### src/rtl/core_debug_ctrl_pkg.sv
// Shared opcode and state encodings for the core run/halt/step debug sequencer.
package core_debug_pkg;

  localparam int CMD_OP_W = 3;

  typedef enum logic [CMD_OP_W-1:0] {
    OP_NOP   = 3'd0,
    OP_HALT  = 3'd1,
    OP_RUN   = 3'd2,
    OP_STEP  = 3'd3,
    OP_RDREG = 3'd4,
    OP_RDPC  = 3'd5,
    OP_SETBP = 3'd6,
    OP_RDCYC = 3'd7
  } dbg_op_e;

  typedef enum logic [1:0] {
    ST_IDLE,
    ST_READ,
    ST_STEPX,
    ST_RESP
  } dbg_state_e;

endpackage

### src/rtl/core_debug_ctrl.sv
// Run/halt/step sequencer for the RV32I core: command/response channel, PC breakpoint,
// retired-instruction counter and register-file read port sharing while halted.
//
// state    | meaning
// ST_IDLE  | waiting for a command, cmd_ready high
// ST_READ  | debug owns rf read port 1 for one cycle
// ST_STEPX | core enabled for exactly one instruction
// ST_RESP  | response held until rsp_ready
module core_debug_ctrl
  import core_debug_pkg::*;
#(
  parameter bit RESET_RUN = 1'b1,
  parameter int XLEN      = 32
) (
  input  logic                clk,
  input  logic                rst,
  input  logic                cmd_valid,
  output logic                cmd_ready,
  input  logic [CMD_OP_W-1:0] cmd_op,
  input  logic [4:0]          cmd_arg,
  input  logic [XLEN-1:0]     cmd_data,
  output logic                rsp_valid,
  input  logic                rsp_ready,
  output logic [XLEN-1:0]     rsp_data,
  output logic                rsp_err,
  input  logic [XLEN-1:0]     pc_in,
  input  logic [XLEN-1:0]     dbg_rdata,
  output logic                dbg_sel,
  output logic [4:0]          dbg_raddr,
  output logic                core_en,
  output logic                halted,
  output logic                halt_evt
);

  dbg_state_e      state;
  dbg_op_e         op;
  logic            run_flag;
  logic            skip_bp;
  logic            bp_valid;
  logic            bp_hit;
  logic            accept;
  logic            rsp_use_pc;
  logic [XLEN-1:0] bp_addr;
  logic [XLEN-1:0] cyc_cnt;
  logic [XLEN-1:0] rsp_data_r;
  logic [4:0]      arg_r;

  assign op        = dbg_op_e'(cmd_op);
  assign accept    = cmd_valid && (state == ST_IDLE);
  assign bp_hit    = run_flag && bp_valid && (pc_in == bp_addr) && !skip_bp;
  // Combinational so the instruction sitting at the breakpoint never retires.
  assign core_en   = (run_flag && !bp_hit) || (state == ST_STEPX);
  assign cmd_ready = (state == ST_IDLE);
  assign rsp_valid = (state == ST_RESP);
  assign halted    = !run_flag;
  assign dbg_sel   = (state == ST_READ);
  assign dbg_raddr = dbg_sel ? arg_r : 5'd0;
  // HALT/STEP report the PC after the core has stopped; it cannot move while halted.
  assign rsp_data  = rsp_use_pc ? pc_in : rsp_data_r;

  always_ff @(posedge clk or posedge rst) begin
    if (rst) begin
      state      <= ST_IDLE;
      run_flag   <= RESET_RUN;
      skip_bp    <= 1'b0;
      bp_valid   <= 1'b0;
      bp_addr    <= '0;
      cyc_cnt    <= '0;
      rsp_data_r <= '0;
      rsp_err    <= 1'b0;
      rsp_use_pc <= 1'b0;
      arg_r      <= '0;
      halt_evt   <= 1'b0;
    end else begin
      halt_evt <= bp_hit;
      if (core_en) begin
        cyc_cnt <= cyc_cnt + XLEN'(1);
        skip_bp <= 1'b0;
      end
      if (bp_hit) run_flag <= 1'b0;

      case (state)
        ST_IDLE: begin
          if (accept) begin
            rsp_data_r <= '0;
            rsp_err    <= 1'b0;
            rsp_use_pc <= 1'b0;
            state      <= ST_RESP;
            case (op)
              OP_HALT: begin
                run_flag   <= 1'b0;
                rsp_use_pc <= 1'b1;
              end
              OP_RUN: begin
                run_flag <= 1'b1;
                skip_bp  <= 1'b1;
              end
              OP_SETBP: begin
                bp_addr  <= cmd_data;
                bp_valid <= !cmd_arg[0];
              end
              OP_RDCYC: rsp_data_r <= cyc_cnt;
              OP_STEP, OP_RDREG, OP_RDPC: begin
                if (run_flag) begin
                  rsp_err <= 1'b1;
                end else if (op == OP_STEP) begin
                  state      <= ST_STEPX;
                  rsp_use_pc <= 1'b1;
                end else if (op == OP_RDREG) begin
                  state <= ST_READ;
                  arg_r <= cmd_arg;
                end else begin
                  rsp_data_r <= pc_in;
                end
              end
              default: ;
            endcase
          end
        end
        ST_READ: begin
          rsp_data_r <= dbg_rdata;
          state      <= ST_RESP;
        end
        ST_STEPX: state <= ST_RESP;
        ST_RESP:  if (rsp_ready) state <= ST_IDLE;
        default:  state <= ST_IDLE;
      endcase
    end
  end

endmodule

### config.mk
export PLATFORM = sky130hd
export DESIGN_NAME = core_debug_ctrl
export DESIGN_NICKNAME = d
export VERILOG_FILES = /design/src/rtl/core_debug_ctrl_pkg.sv /design/src/rtl/core_debug_ctrl.sv
export SDC_FILE = /design/constraint.sdc
export NUM_CORES = 1
export LEC_CHECK = 0
export BUFFER_PORTS_ARGS = -buffer_cell sky130_fd_sc_hd__buf_2
export CORE_AREA = 2 2 115 117
export DETAILED_ROUTE_END_ITERATION = 7
export DIE_AREA = 0 0 117 119
export PLACE_DENSITY = 0.86
export SYNTH_ARGS = -nofsm -noshare
export SYNTH_HDL_FRONTEND = slang
export SYNTH_SLANG_ARGS = --single-unit
### constraint.sdc
create_clock -name clk -period 3.8 [get_ports clk]
set_clock_uncertainty 0.15 [all_clocks]
set_input_delay 0.76 -clock clk [delete_from_list [all_inputs] [get_ports clk]]
set_output_delay 0.76 -clock clk [all_outputs]
set_load 0.03 [all_outputs]
# Word level (Yosys, flattened, before mapping)

Cells that the tools add are included.

Add/sub/neg operators: 1
Equal/unequal tests: 13
Multiplexer cells: 28
Bitwise operators: 2
Reduce and logical (&&, ||, !) cells: 19

Operator list:

| kind                    | count |
|---|---|
| $mux W32                | 5 |
| $pmux W32 S2            | 2 |
| $add A32 B1 Y32 const B | 1 |
| $eq A32 B32 Y1          | 1 |
| $eq A3 B3 Y1 const B    | 4 |
| $mux W2                 | 6 |
| $mux W1                 | 11 |
| $eq A3 B2 Y1 const B    | 2 |
| $pmux W2 S3             | 1 |
| $reduce_and A2 Y1       | 3 |
| $reduce_and A6 Y1       | 1 |
| $logic_and A1 B1 Y1     | 5 |
| $mux W5                 | 1 |
| $eq A2 B2 Y1 const B    | 2 |
| $logic_not A1 Y1        | 4 |
| $ne A2 B1 Y1 const B    | 2 |
| $pmux W1 S2             | 2 |
| $eq A3 B1 Y1 const B    | 1 |
| $reduce_and A3 Y1       | 1 |
| $reduce_or A3 Y1        | 1 |
| $eq A2 B1 Y1 const B    | 1 |
| $logic_not A2 Y1        | 1 |
| $not A1 Y1              | 2 |
| $reduce_bool A2 Y1      | 1 |
| 2 further kinds         | 2 |

Register bits: 109
Output and inout bits: 44

# Depth between registers and ports, before layout

Gate-level depths: netlist of the first run.

Word-level depth: 10
Gate-level depth with buffers: 10
Mapped depth without buffers: 7

# Worst setup path after synthesis of the first run

OpenSTA, ideal clock, no wires.

Path kind: in2out
Start point: input port pc_in[7]
End point: output port core_en
Arrival time: 1.957 ns
Path slack: 0.933 ns
Stages on the path: 6
Cells stage by stage: xnor2_1 > nand4_1 > nor4_4 > a31oi_4 > nor2_4 > inv_1

Word-level cells in the longest chain between the ends: 6

RTL lines:

| what                             | RTL line              | RTL |
|---|---|---|
| start, declared                  | core_debug_ctrl.sv:26 | `input logic [XLEN-1:0] pc_in,` |
| $eq A32 B32 Y1                   | core_debug_ctrl.sv:50 | `assign bp_hit = run_flag && bp_valid && (pc_in == bp_addr) && !skip_bp;` |
| $logic_and A1 B1 Y1 (2 in a row) | core_debug_ctrl.sv:50 |  |
| $logic_not A1 Y1                 | core_debug_ctrl.sv:52 | `assign core_en = (run_flag && !bp_hit) \|\| (state == ST_STEPX);` |
| $logic_and A1 B1 Y1              | core_debug_ctrl.sv:52 |  |
| $logic_or A1 B1 Y1               | core_debug_ctrl.sv:52 |  |
| end, declared                    | core_debug_ctrl.sv:30 | `output logic core_en,` |

No other way between the ends.

# Worst setup path in the final report of the first run

Same ends and word-level chain as after synthesis.

==> results of run 1 <==
==> final cells by class <==
type | count | area [um2] | share of cell area [%]
well taps | 176 | 220.2 | 3.079
repair buffers | 159 | 815.8 | 11.41
clock buffers | 12 | 256.5 | 3.586
inverters | 6 | 25.02 | 0.3499
flip-flops and latches | 109 | 2729 | 38.16
clock inverters | 3 | 68.82 | 0.9622
multi-input cells | 380 | 3034 | 42.42
diodes | 1 | 2.502 | 0.03499
==> critical path: cells and delay by family <==
family / cells / cell delay (ps)
AO/OA/AOI/OAI: 1 / 220
buffers and inverters: 3 / 340
XOR/XNOR: 1 / 230
AND/OR/NAND/NOR: 3 / 810
==> registers in the layout, indices dropped and copies added, names as in the netlist <==
name	count
bp_addr	32
cyc_cnt	32
rsp_data_r	32
arg_r	5
state	2
bp_valid	1
halt_evt	1
rsp_err	1
rsp_use_pc	1
run_flag	1
skip_bp	1
==> per-layer routing <==
metal | GRT usage, % | share of wire (%) | vias up
li1 | - | - | 2203
met1 | 30.05 | 43 | 2358
met2 | 38.44 | 50 | 176
met3 | 4.529 | 5.2 | 25
met4 | 8.015 | 2.4 | 0
met5 | 0 | 0 | -
==> per-stage QoR <==
stage          hold WS, ps  total power (W)  worst slack, ps  std cells  area [um2]
6_report             332.3         0.004844            521.1        846        7152
5_1_grt              358.3         0.005105            440.4        846        7152
4_1_cts              336.6         0.004858            501.2        845        7149
3_5_place_dp         321.1         0.003818            501.1        830        6824
3_3_place_gp         313.8         0.003759            516.3        830        6824
2_1_floorplan        295.9         0.003235            17.71        529        5927
==> cell families after synthesis <==
kind of cell,Yosys count,share of synthesized area (%)
xor gates and xnor gates,63,9.310
AOI/OAI and AO/OA,118,14.10
muxes,71,13.47
buffers and inverters,40,3.103
and+or+nand+nor,123,12.92
adders and majority gates,5,1.056
DFF,109,46.04
==> worst max path at each step <==
| stage | startpoint | end |
|---|---|---|
| after CTS | pc_in[14] | core_en |
| after detailed placement | pc_in[14] | core_en |
| after floorplan | rst | arg_r[0] |
| after global routing | pc_in[7] | core_en |
| final | pc_in[7] | core_en |
| after global placement | pc_in[14] | core_en |
==> power groups by stage <==
| stage | combinational [W] | clock [W] | sequential (W) |
|---|---|---|---|
| after CTS | 0.00207 | 0.00104 | 0.00175 |
| after global routing | 0.00222 | 0.00109 | 0.00179 |
| after global placement | 0.00201 | 0 | 0.00175 |
| final | 0.00205 | 0.00104 | 0.00175 |
| after detailed placement | 0.00205 | 0 | 0.00177 |
| after floorplan | 0.00155 | 0 | 0.00169 |
==> placed cells by master, fill, tap and decap left out, types with 2 or more instances in the layout <==
cell type | synthesis | final
ha_1 | 5 | 5
and4_1 | 2 | 2
bufinv_16 | 0 | 2
nand2_1 | 42 | 42
a22o_1 | 33 | 33
buf_2 | 9 | 151
o21ai_1 | 37 | 37
nor2_1 | 7 | 7
nand4_2 | 3 | 3
o31ai_1 | 2 | 2
and2_1 | 9 | 9
nand3_2 | 12 | 12
clkbuf_8 | 0 | 2
inv_1 | 6 | 5
mux2_2 | 37 | 37
nor2b_1 | 4 | 3
nor3_2 | 2 | 2
xnor2_1 | 63 | 63
nand3_1 | 3 | 3
a31oi_1 | 2 | 2
dfrtp_1 | 108 | 108
clkbuf_16 | 0 | 9
o21ai_0 | 3 | 3
a21oi_1 | 3 | 2
nor2_2 | 2 | 2
mux2_1 | 33 | 33
and3_1 | 13 | 12
buf_4 | 0 | 8
nand4_1 | 17 | 17
a22oi_1 | 32 | 32
==> metrics.txt, run 1 <==
most frequent cell after synthesis=dfrtp_1; Resized Gates After CTS=0; Sw Share=about two fifths; first-pass GRT wire length=24.65 mm; Port Buffer Count=between 150 and 200; total grt overflow=0; clk slew on worst S/H paths=70 ps; initial antenna violation count=1; Synth top area share=45.60%; HPWL after detailed placement=11.50 mm; cell mode on critical path=buf_2; CP Cell Sequence=buf_2 > xnor2_1 > nand4_1 > nor4_4 > a31oi_4 > nor2_4 > inv_1 > buf_2; most frequent cells after synthesis=dfrtp_1 (108), xnor2_1 (63), nand2_1 (42), mux2_2 (37), o21ai_1 (37); post-synthesis sequential area ratio=46.04%; nets=778; row count=42; FF-to-FF End=bp_addr[25]; vias per cell=5.629; worst rel slew slack=about 42%; Tcrit/Tclk final=86.29%; synth unique cells=44; Die Footprint=13920 um2; vias in the first global route=4746; Crit Path Class=input port to output port; final hold violations=0; DRC viols=0; CTS hold repair buffers=0; GPL Wtd Cong=0.8352; Worst R2R Path Depth=6; worst-margin pin slew=868.0 ps; Worst R2R Setup Slack=1000 ps; syn_nets=642; ANT nets after route=0; Hold Crit Class=flip-flop to flip-flop; internal power=approximately 0.0029 W; core area=12870 um2; largest net degree at the start of global routing=a little under 60; # fillers=1094; Reg power frac=between 30% and 40%; Post-synth ARST share=100.0%; DIE HEIGHT=119 um; final setup vio count=0; Avg WL per Cell=18.71 um; Post-Syn Area per Cell=11.20 um2; I/O pins=152; clk buf depth=2; number of max-slew violations in the final report=0; clk root buf=clkbuf_16; Startpoint Class=input port; outcome=finished clean; Critical R2R Launch=state[0]; part of the power in the clock network=21.5%; power per cell area=677.3 nW/um2; GR Util All Layers=23.15%; fmax=0.3050 GHz; Worst setup EP type=output port; via count=approximately 4800; setup TNS=0 ps; Worst Path Required=~2900 ps; HP Start=rsp_data_r[3]; worst-path maximum fanout=8; Arr. time, crit path=2370 ps; hold depth=2; cell taking the most area after synthesis=dfrtp_1; layout cells sized above 1=35.87%; Peak VDD IR=273.7 uV; Ys Warns=0; Pre-antenna DRT Iters=5; synthesized cell area=roughly 6000 um2; width of the die=117 um; Pleak=3.365 nW; later-pin clock latency in the skew report=350 ps; Post-synth top flop=dfrtp_1; max incr delay on CP=460 ps; Post-Syn Instances=529; RSZ-0062 raised after global routing=no; CTS Sinks=109; Layout Utilization=between 50% and 60%; overall routed net length=15.83 mm; htree depth=3; Yosys reg bits=109; Synth area leaders=dfrtp_1 (46%), xnor2_1 (9.3%), mux2_2 (7.0%); slowest CP cell=nor4_4; TritonCTS Buffers=9; Comb pwr share=42.4%; Net Sw Power=0.001929 W; setup bufs post-CTS=0; Initial Util=46.03%; TritonCTS clock tree=built; Min-Delay Endpoint=rsp_data_r[3]; max_cap viols=0; area grow syn2layout=20.67%; post-layout minimum cycle time=3279 ps; DRT iter0 DRCs=446; Post-synth EDFFs=0
Power figures use the tool's default switching activity.
==> run 2, diff against run 1 <==
- CORE_AREA: 2 2 115 117 -> 2 2 103 130
- DIE_AREA: 0 0 117 119 -> 0 0 105 132
==> metrics.txt, run 2 (synthesized netlist as in run 1, its figures left out) <==
ANT nets after route=0 (unchanged); worst-path maximum fanout=8 (unchanged); later-pin clock latency in the skew report=360 ps (about the same); Port Buffer Count=151 (unchanged); RSZ-0062 raised after global routing=no; cell mode on critical path=buf_2; Die Footprint=13860 um2 (-0.45%); initial antenna violation count=0 (-1); HPWL after detailed placement=11.98 mm (+4.2%); outcome=finished clean; total grt overflow=0 (unchanged); number of max-slew violations in the final report=0 (unchanged); GR Util All Layers=24.06% (+0.90 points); largest registers=bp_addr (32), cyc_cnt (32), rsp_data_r (32); DIE HEIGHT=132 um (+11%); final hold violations=0 (unchanged); fmax=0.3088 GHz (+1.2%); # fillers=1025 (-6.3%); internal power=0.002867 W (-1.7%); Crit path max-delay family=simple AND/OR/NAND/NOR gates; Arr. time, crit path=2330 ps (-40 ps); area occupied by multi-input gates=3033 um2 (about the same); CTS hold repair buffers=0 (unchanged); worst-margin pin slew=1152 ps (+284.4 ps); Worst R2R Setup Slack=1040 ps (+40 ps); row count=46 (+9.5%); vias in the first global route=5110 (+7.7%); GPL Wtd Cong=0.8540 (+2.3%); slowest CP cell=nor4_4; CP Capture Point=core_en; post-layout minimum cycle time=3239 ps (-40.23 ps); Initial Util=47.24% (+1.2 points); core area=12550 um2 (-2.5%); metal2 WL=8.499 mm (+8.1%); max_cap viols=0 (unchanged); Sw Share=40.75% (+0.93 points); Tcrit/Tclk final=85.23% (-1.1 points); Net Sw Power=0.001972 W (+2.2%); Worst setup EP type=output port; I/O pins=152 (unchanged); setup TNS=0 ps (unchanged); htree depth=3 (unchanged); Pre-antenna DRT Iters=6 (+1); layout cells sized above 1=35.97% (+0.096 points); area grow syn2layout=20.62% (about the same); clk buf depth=2 (unchanged); Avg WL per Cell=19.76 um (+5.6%); clk root buf=clkbuf_16; most frequent cells in the layout=buf_2 (151), dfrtp_1 (108), xnor2_1 (63); DRC viols=0 (unchanged); Critical R2R Launch=state[1]; non-filler cells, final=838 (-0.95%); CP Cell Sequence=buf_2 > xnor2_1 > nand4_1 > nor4_4 > a31oi_4 > nor2_4 > inv_1 > buf_2; setup bufs post-CTS=0 (unchanged); worst rel slew slack=23.17% (-19 points); placed insts=822 (-0.96%); overall routed net length=16.56 mm (+4.6%); Comb pwr share=43.1% (+0.7 points); FF-to-FF End=rsp_data_r[17]; Reg power frac=36.8% (+0.7 points); register area=2729 um2 (unchanged); n_diodes=0 (-1); Peak VDD IR=276.7 uV (+1.1%); clk slew on worst S/H paths=60 ps (about the same); Pleak=3.363 nW (about the same); Worst R2R Path Depth=6 (unchanged); vias per cell=5.874 (+4.3%); Hold Crit Class=input port to asynchronous set/reset pin; part of the power in the clock network=20.1% (-1.4 points); DRT iter0 DRCs=349 (-22%); max layer used=met4; largest net degree at the start of global routing=106 (+80%); TritonCTS Buffers=9 (unchanged); via count=4922 (+3.4%); Startpoint Class=input port; hold slack=120.8 ps (-211.5 ps); nets=778 (unchanged); Crit Path Class=input port to output port; TritonCTS clock tree=built; width of the die=105 um (-10%); final setup vio count=0 (unchanged); max incr delay on CP=460 ps (about the same); Critical Path Stages=8 (unchanged); crit path launch=pc_in[14]; wl on met1=6.508 mm (-4.0%); Resized Gates After CTS=0 (unchanged); first-pass GRT wire length=26.14 mm (+6.0%); Tot Pwr=0.004838 W (-0.12%); Worst Path Required=2890 ps (about the same); metal3 WL=887 um (+8.6%); power per cell area=676.7 nW/um2 (about the same); CTS Sinks=109 (unchanged); most common cell after layout, fill and taps aside=buf_2; worst path bufs/invs=3 (unchanged)
## run 2: changes by cell type in the layout (fill, tap and decap cells not counted)
cell / before / now
clkinvlp_4: 0 / 2
bufinv_16: 2 / 1
clkinv_2: 0 / 1
and3_2: 1 / 0
diode_2: 1 / 0
clkbuf_1: 1 / 0
and3_1: 12 / 13
buf_4: 8 / 6
buf_12: 0 / 2
## run 2: how the worst min path moves through the flow
stage / from / to / slack (ps)
CTS: rst / arg_r[1] / 120
floorplan: cyc_cnt[31] / cyc_cnt[31] / 300
detailed placement: rsp_data_r[28] / rsp_data_r[28] / 330
global placement: rsp_data_r[7] / rsp_data_r[7] / 310
finish: rst / arg_r[1] / 120
global route: rst / arg_r[1] / 120
## run 2: power by group through the flow
stage / Sequential (W) / Clock (W) / Combinational (W)
finish: 0.00178 / 0.000972 / 0.00209
global route: 0.00182 / 0.00103 / 0.00223
CTS: 0.00177 / 0.000977 / 0.00209
detailed placement: 0.00179 / 0 / 0.00207
global placement: 0.00177 / 0 / 0.00201
floorplan: 0.00169 / 0 / 0.00155
## run 2: layout make-up
type | instances | area share (%)
repair buffers | 159 | 11.76
multi-input cells | 380 | 42.42
inverters | 6 | 0.3500
clock inverters | 5 | 0.8225
well taps | 168 | 2.940
clock buffers | 11 | 3.535
flip-flops and latches | 109 | 38.17
## run 2: metrics by stage
step | util, % | setup WS, ps | cell area (um2)
after floorplan | - | 17.71 | 5927
after global placement | 54.50 | 550.1 | 6838
after detailed placement | 54.50 | 546.0 | 6838
after CTS | 56.98 | 539.8 | 7149
after global routing | 56.98 | 458.3 | 7149
final | 56.98 | 561.3 | 7149
## run 2: metal layers
metal / global-route usage [%] / vias to the layer above
met5: 0 / -
met4: 11.85 / 0
met3: 4.103 / 54
met2: 41.59 / 213
met1: 28.86 / 2454
li1: - / 2201
